[src/rtl/serial_pkg.sv]
// Shared types and constants for the serial transmit path.
// Rate words are clk_in cycles per serial bit; values below MIN_RATE are clamped.
package serial_pkg;

    localparam int RATE_W = 14;
    localparam logic [RATE_W-1:0] MIN_RATE = RATE_W'(2);
    localparam int MAX_DATA_W = 8;

    typedef enum logic [2:0] {
        IDLE,
        START,
        DATA,
        PARITY,
        STOP
    } tx_state_t;

    // Narrower words are zero-extended by the caller, which leaves the XOR unchanged.
    function automatic logic parity_bit(input logic [MAX_DATA_W-1:0] data, input logic odd);
        return (^data) ^ odd;
    endfunction

endpackage

[src/rtl/bit_timer.sv]
// Bit-period timer: latches the clamped rate at frame acceptance and
// flags the last clk_in cycle of every serial bit while the frame runs.
module bit_timer
    import serial_pkg::*;
(
    input  logic              clk_in,
    input  logic              reset,
    input  logic              load,
    input  logic              run,
    input  logic [RATE_W-1:0] rate,
    output logic              bit_end
);

    logic [RATE_W-1:0] rate_q, rate_d;
    logic [RATE_W-1:0] cnt_q, cnt_d;

    // rate_q never drops below MIN_RATE, so rate_q-1 cannot wrap.
    assign bit_end = run && (cnt_q == (rate_q - RATE_W'(1)));

    always_comb begin
        rate_d = rate_q;
        cnt_d  = cnt_q;
        if (load) begin
            rate_d = (rate < MIN_RATE) ? MIN_RATE : rate;
            cnt_d  = '0;
        end else if (run) begin
            cnt_d = bit_end ? '0 : (cnt_q + RATE_W'(1));
        end else begin
            cnt_d = '0;
        end
    end

    always_ff @(posedge clk_in or negedge reset) begin
        if (!reset) begin
            rate_q <= MIN_RATE;
            cnt_q  <= '0;
        end else begin
            rate_q <= rate_d;
            cnt_q  <= cnt_d;
        end
    end

endmodule

[src/rtl/serial_tx_ctrl.sv]
// Transmit controller: frames one word as start, LSB-first data, optional
// parity and stop bits on a registered, idle-high tx line.
module serial_tx_ctrl
    import serial_pkg::*;
#(
    parameter int DATA_BITS  = 8,
    parameter int PARITY_EN  = 0,
    parameter int PARITY_ODD = 0,
    parameter int STOP_BITS  = 1
) (
    input  logic                 clk_in,
    input  logic                 reset,
    input  logic [RATE_W-1:0]    rate,
    input  logic [DATA_BITS-1:0] tx_data,
    input  logic                 tx_valid,
    output logic                 tx_ready,
    output logic                 tx,
    output logic                 busy,
    output logic                 done,
    output tx_state_t            dbg_state
);

    // Handshake: a word transfers on any rising edge where tx_valid && tx_ready;
    // tx_ready depends only on state, and tx_valid while busy is ignored.
    tx_state_t            state_q, state_d;
    logic [DATA_BITS-1:0] shift_q, shift_d;
    logic [2:0]           bit_idx_q, bit_idx_d;
    logic                 stop_idx_q, stop_idx_d;
    logic                 parity_q, parity_d;
    logic                 tx_q, tx_d;
    logic                 done_q, done_d;
    logic                 accept;
    logic                 bit_end;

    assign accept    = tx_valid && (state_q == IDLE);
    assign tx_ready  = (state_q == IDLE);
    assign busy      = (state_q != IDLE);
    assign tx        = tx_q;
    assign done      = done_q;
    assign dbg_state = state_q;

    bit_timer u_bit_timer (
        .clk_in  (clk_in),
        .reset   (reset),
        .load    (accept),
        .run     (busy),
        .rate    (rate),
        .bit_end (bit_end)
    );

    always_comb begin
        state_d    = state_q;
        shift_d    = shift_q;
        bit_idx_d  = bit_idx_q;
        stop_idx_d = stop_idx_q;
        parity_d   = parity_q;
        tx_d       = tx_q;
        done_d     = 1'b0;
        case (state_q)
            IDLE: begin
                tx_d = 1'b1;
                if (tx_valid) begin
                    state_d    = START;
                    shift_d    = tx_data;
                    parity_d   = parity_bit(MAX_DATA_W'(tx_data), PARITY_ODD != 0);
                    bit_idx_d  = '0;
                    stop_idx_d = 1'b0;
                    tx_d       = 1'b0;
                end
            end
            START: begin
                if (bit_end) begin
                    state_d = DATA;
                    tx_d    = shift_q[0];
                end
            end
            DATA: begin
                if (bit_end) begin
                    shift_d = shift_q >> 1;
                    if (bit_idx_q == 3'(DATA_BITS - 1)) begin
                        if (PARITY_EN != 0) begin
                            state_d = PARITY;
                            tx_d    = parity_q;
                        end else begin
                            state_d = STOP;
                            tx_d    = 1'b1;
                        end
                    end else begin
                        bit_idx_d = bit_idx_q + 3'd1;
                        tx_d      = shift_q[1];
                    end
                end
            end
            PARITY: begin
                if (bit_end) begin
                    state_d = STOP;
                    tx_d    = 1'b1;
                end
            end
            STOP: begin
                if (bit_end) begin
                    if (stop_idx_q == 1'(STOP_BITS - 1)) begin
                        state_d = IDLE;
                        done_d  = 1'b1;
                        tx_d    = 1'b1;
                    end else begin
                        stop_idx_d = 1'b1;
                    end
                end
            end
            default: begin
                state_d = IDLE;
                tx_d    = 1'b1;
            end
        endcase
    end

    always_ff @(posedge clk_in or negedge reset) begin
        if (!reset) begin
            state_q    <= IDLE;
            shift_q    <= '0;
            bit_idx_q  <= '0;
            stop_idx_q <= 1'b0;
            parity_q   <= 1'b0;
            tx_q       <= 1'b1;
            done_q     <= 1'b0;
        end else begin
            state_q    <= state_d;
            shift_q    <= shift_d;
            bit_idx_q  <= bit_idx_d;
            stop_idx_q <= stop_idx_d;
            parity_q   <= parity_d;
            tx_q       <= tx_d;
            done_q     <= done_d;
        end
    end

endmodule

[config.mk]
export PLATFORM = sky130hd
export DESIGN_NAME = serial_tx_ctrl
export DESIGN_NICKNAME = d
export VERILOG_FILES = /design/src/rtl/serial_pkg.sv /design/src/rtl/bit_timer.sv /design/src/rtl/serial_tx_ctrl.sv
export SDC_FILE = /design/constraint.sdc
export NUM_CORES = 1
export LEC_CHECK = 0
export ABC_CLOCK_PERIOD_IN_PS = 2700
export CAP_MARGIN = 30
export CORE_UTILIZATION = 25
export CTS_CLUSTER_DIAMETER = 100
export DETAILED_ROUTE_END_ITERATION = 12
export PLACE_DENSITY = 0.54
export SLEW_MARGIN = 20
export SYNTH_ARGS = -nofsm -noshare
export SYNTH_HDL_FRONTEND = slang
export SYNTH_SLANG_ARGS = --single-unit
[constraint.sdc]
create_clock -name clk_in -period 2.7 [get_ports clk_in]
set_input_delay 0.54 -clock clk_in [delete_from_list [all_inputs] [get_ports clk_in]]
set_output_delay 0.54 -clock clk_in [all_outputs]
set_load 0.005 [all_outputs]
==> run metrics <==
area of the mapped netlist=0.00256 mm2; vias in the first global route=2284; Data arrival, critical path=~3.0 ns; Synthesized Nets=a little over 300; Critical Path, Cell by Cell=or4_4, or4_4, xnor2_2, o2111ai_2, or4_4, or3_1, o21ai_2; Congestion Overflow GR=0; Max Cap Viol=0; Sum Neg Setup Slack=-0.908 ns; Die Y=~100 um; worst setup margin=-0.0950 ns; # diodes=0; total placed cells including tap cells=roughly 460; Fillers=roughly 1000; port buffer count=31; Starting Density=0.260; share of layout cells above drive strength 1=0.278; Crit path buffers/inverters=0; WL per Instance=13.5 um; unrepaired setup endpoints after global routing=yes; Yosys warning total=0; Leak Pwr=1.48 nW; ys flop type=dfrtp_1; Crit path top cell by count=or4_4; Clock H-tree levels=2; Mapped Avg Cell Area=9.30 um2; CTS Buf Count=5; Worst Max-Slew Pin Slew=0.412 ns; vias=2171; initial antenna violation count=0; Post-synth EDFFs=0; Post-Syn Instances=275; initial detailed-routing violation count=58; Clock Root Buffer=clkbuf_8; critical path's slowest cell=or4_4; commonest cells after routing, fill and taps aside=49 x nand2_1, 42 x dfrtp_1, 38 x buf_4; boundary pin count=32; path type of the worst setup path=reg2reg; failing checks=setup timing; setup violators final=26; #FFs+latches synth=44; crit-path leading delay family=simple AND/OR/NAND/NOR gates; clk_skew=0.0100 ns; clk_lat worst skew=0.30 ns; final-report hold violation count=0; Residual DRC=0; Worst Setup End Kind=register; Layout Nets=370; Hold Crit Class=in2async; peak supply drop=a little over 400 uV; Final Cycle Share=1.04; reg-to-reg slack, setup=-0.09 ns; GRT Total Usage=0.136; Synth cell types=just over 50; die area=0.0106 mm2; sequential share of the synthesized area=0.432; Rows=36; clock sink count=44; CP required=~3 ns; pwr dens=925 mW/mm2; DIE WIDTH=103 um; Rel. slew slack=0.723; Peak Freq=358 MHz; slowest stage delay, CP=0.56 ns; FFs w/ async S/R, synth=1.00; first-pass iteration count of the detailed router=4; DRT antenna net count=0; global-route wire length before repair=11000 um; startpoint types=register; Synth-to-Final Area Change=40.2%; via-per-instance ratio=4.57; Worst Path Max Fanout=6; Routed Wire Length=between 6000 and 7000 um; outcome=complete, but fails checks; Final Instance Count excl. Fillers=475; CTS tree=yes; Core Area=~0.0098 mm2; pin count of the biggest net entering global routing=27; Clock Path Buffers=2; Final HPWL DP=4730 um; Final GP Congestion=0.838; clock transition at the registers of the reported paths=~0.090 ns; Final min period=2.79 ns; final hold slack=0.215 ns; final slew viol count=0; leading cell type in the layout, fill and taps excluded=nand2_1
[report_power, final]
| part | total (mW) | switching [mW] | internal, mW |
|---|---|---|---|
| clock network | 0.504 | 0.226 | 0.277 |
| logic | 1.72 | 0.809 | 0.912 |
| registers | 1.09 | 0.201 | 0.889 |
[what timing repair did]
item	CTS	global route
buffers inserted	4	0
resized for setup	25	21
hold buffers	0	0
gates cloned	1	0
endpoints found under the setup margin	30	31
pin swaps	17	7
[stage by stage]
stage,instance area [um2],power (mW),util,setup slack (ns)
after CTS,3490,3.24,0.355,-0.103
after floorplan,2570,1.98,-,-0.182
after global placement,3240,2.54,0.330,-0.147
final,3580,3.31,0.365,-0.0950
after global routing,3580,3.58,0.365,-0.210
after detailed placement,3240,2.56,0.330,-0.199
[cell usage after synthesis, types with 2 or more instances]
library cell  instances  area [um2]
nand3b_1              2        15.0
nor3_1                8        40.0
nor3b_1               2        15.0
ha_1                  4        50.1
a21oi_1               8        40.0
dfstp_2               2        52.6
buf_6                 4        45.0
or4_4                 3        33.8
nand2b_1              9        56.3
o21ai_0               8        40.0
clkbuf_1              6        22.5
or4_1                 2        15.0
nand4_1               2        12.5
and2_1                3        18.8
and3_1                6        37.5
mux2i_1               4        40.0
o31ai_1               2        15.0
or3_1                 3        18.8
o221a_2               7        78.8
nor4_1                7        43.8
nand3_1               9        45.0
inv_1                 7        26.3
xnor2_1              12         105
a21boi_0              3        22.5
or2_2                 2        12.5
or3b_2                2        17.5
dfrtp_1              42        1050
xor2_1               12         105
nand2_1              50         188
nor2_1               23        86.3
[sequential cells by signal (all words and copies together), names as in the netlist]
register	cells
u_bit_timer.cnt_q	14
shift_q	8
bit_idx_q	3
done	1
u_bit_timer.rate_q	14
tx	1
dbg_state	3
[cell type report]
| cell class | instances | area, um2 | share of cell area |
|---|---|---|---|
| inverters | 7 | 26.3 | 0.00733 |
| repair buffers | 70 | 611 | 0.170 |
| clock inverters | 1 | 30.0 | 0.00838 |
| clock buffers | 7 | 76.3 | 0.0213 |
| multi-input cells | 213 | 1570 | 0.438 |
| well taps | 133 | 166 | 0.0464 |
| flip-flops and latches | 44 | 1100 | 0.308 |
[path summary, 6_finish.rpt]
check | startpoint | end | cells past startpoint
setup / recovery | u_bit_timer.rate_q[7] | dbg_state[2] | 7
hold / removal | reset | u_bit_timer.rate_q[7] | 2
setup reg to reg | u_bit_timer.rate_q[7] | dbg_state[2] | 7
hold reg to reg | u_bit_timer.rate_q[13] | u_bit_timer.rate_q[13] | 2
max in group asynchronous | reset | u_bit_timer.rate_q[1] | 2
min in group clk_in | u_bit_timer.rate_q[13] | u_bit_timer.rate_q[13] | 2
[worst reg2reg max path, cell delays in order, from the launching register on]
cell and delay [ns]:
dfrtp_1 0.38, or4_4 0.56, or4_4 0.54, xnor2_2 0.15, o2111ai_2 0.14, or4_4 0.50
or3_1 0.41, o21ai_2 0.06
[logic make-up after synthesis]
family / count (synthesis) / synth area share
adder cells (fa/ha/maj): 4 / 0.0196
XOR/XNOR: 26 / 0.0974
buffers and inverters: 19 / 0.0411
multiplexers: 4 / 0.0157
AO/OA/AOI/OAI: 39 / 0.115
flip-flops: 44 / 0.432
AND/OR/NAND/NOR: 139 / 0.279
[per-layer routing]
metal  GRT usage  wire length (um)
met2       0.231              3110
met5           0                 0
met4      0.0368                66
met1       0.174              3000
met3      0.0305               232
Note: power is estimated with default switching activity, not from simulation.
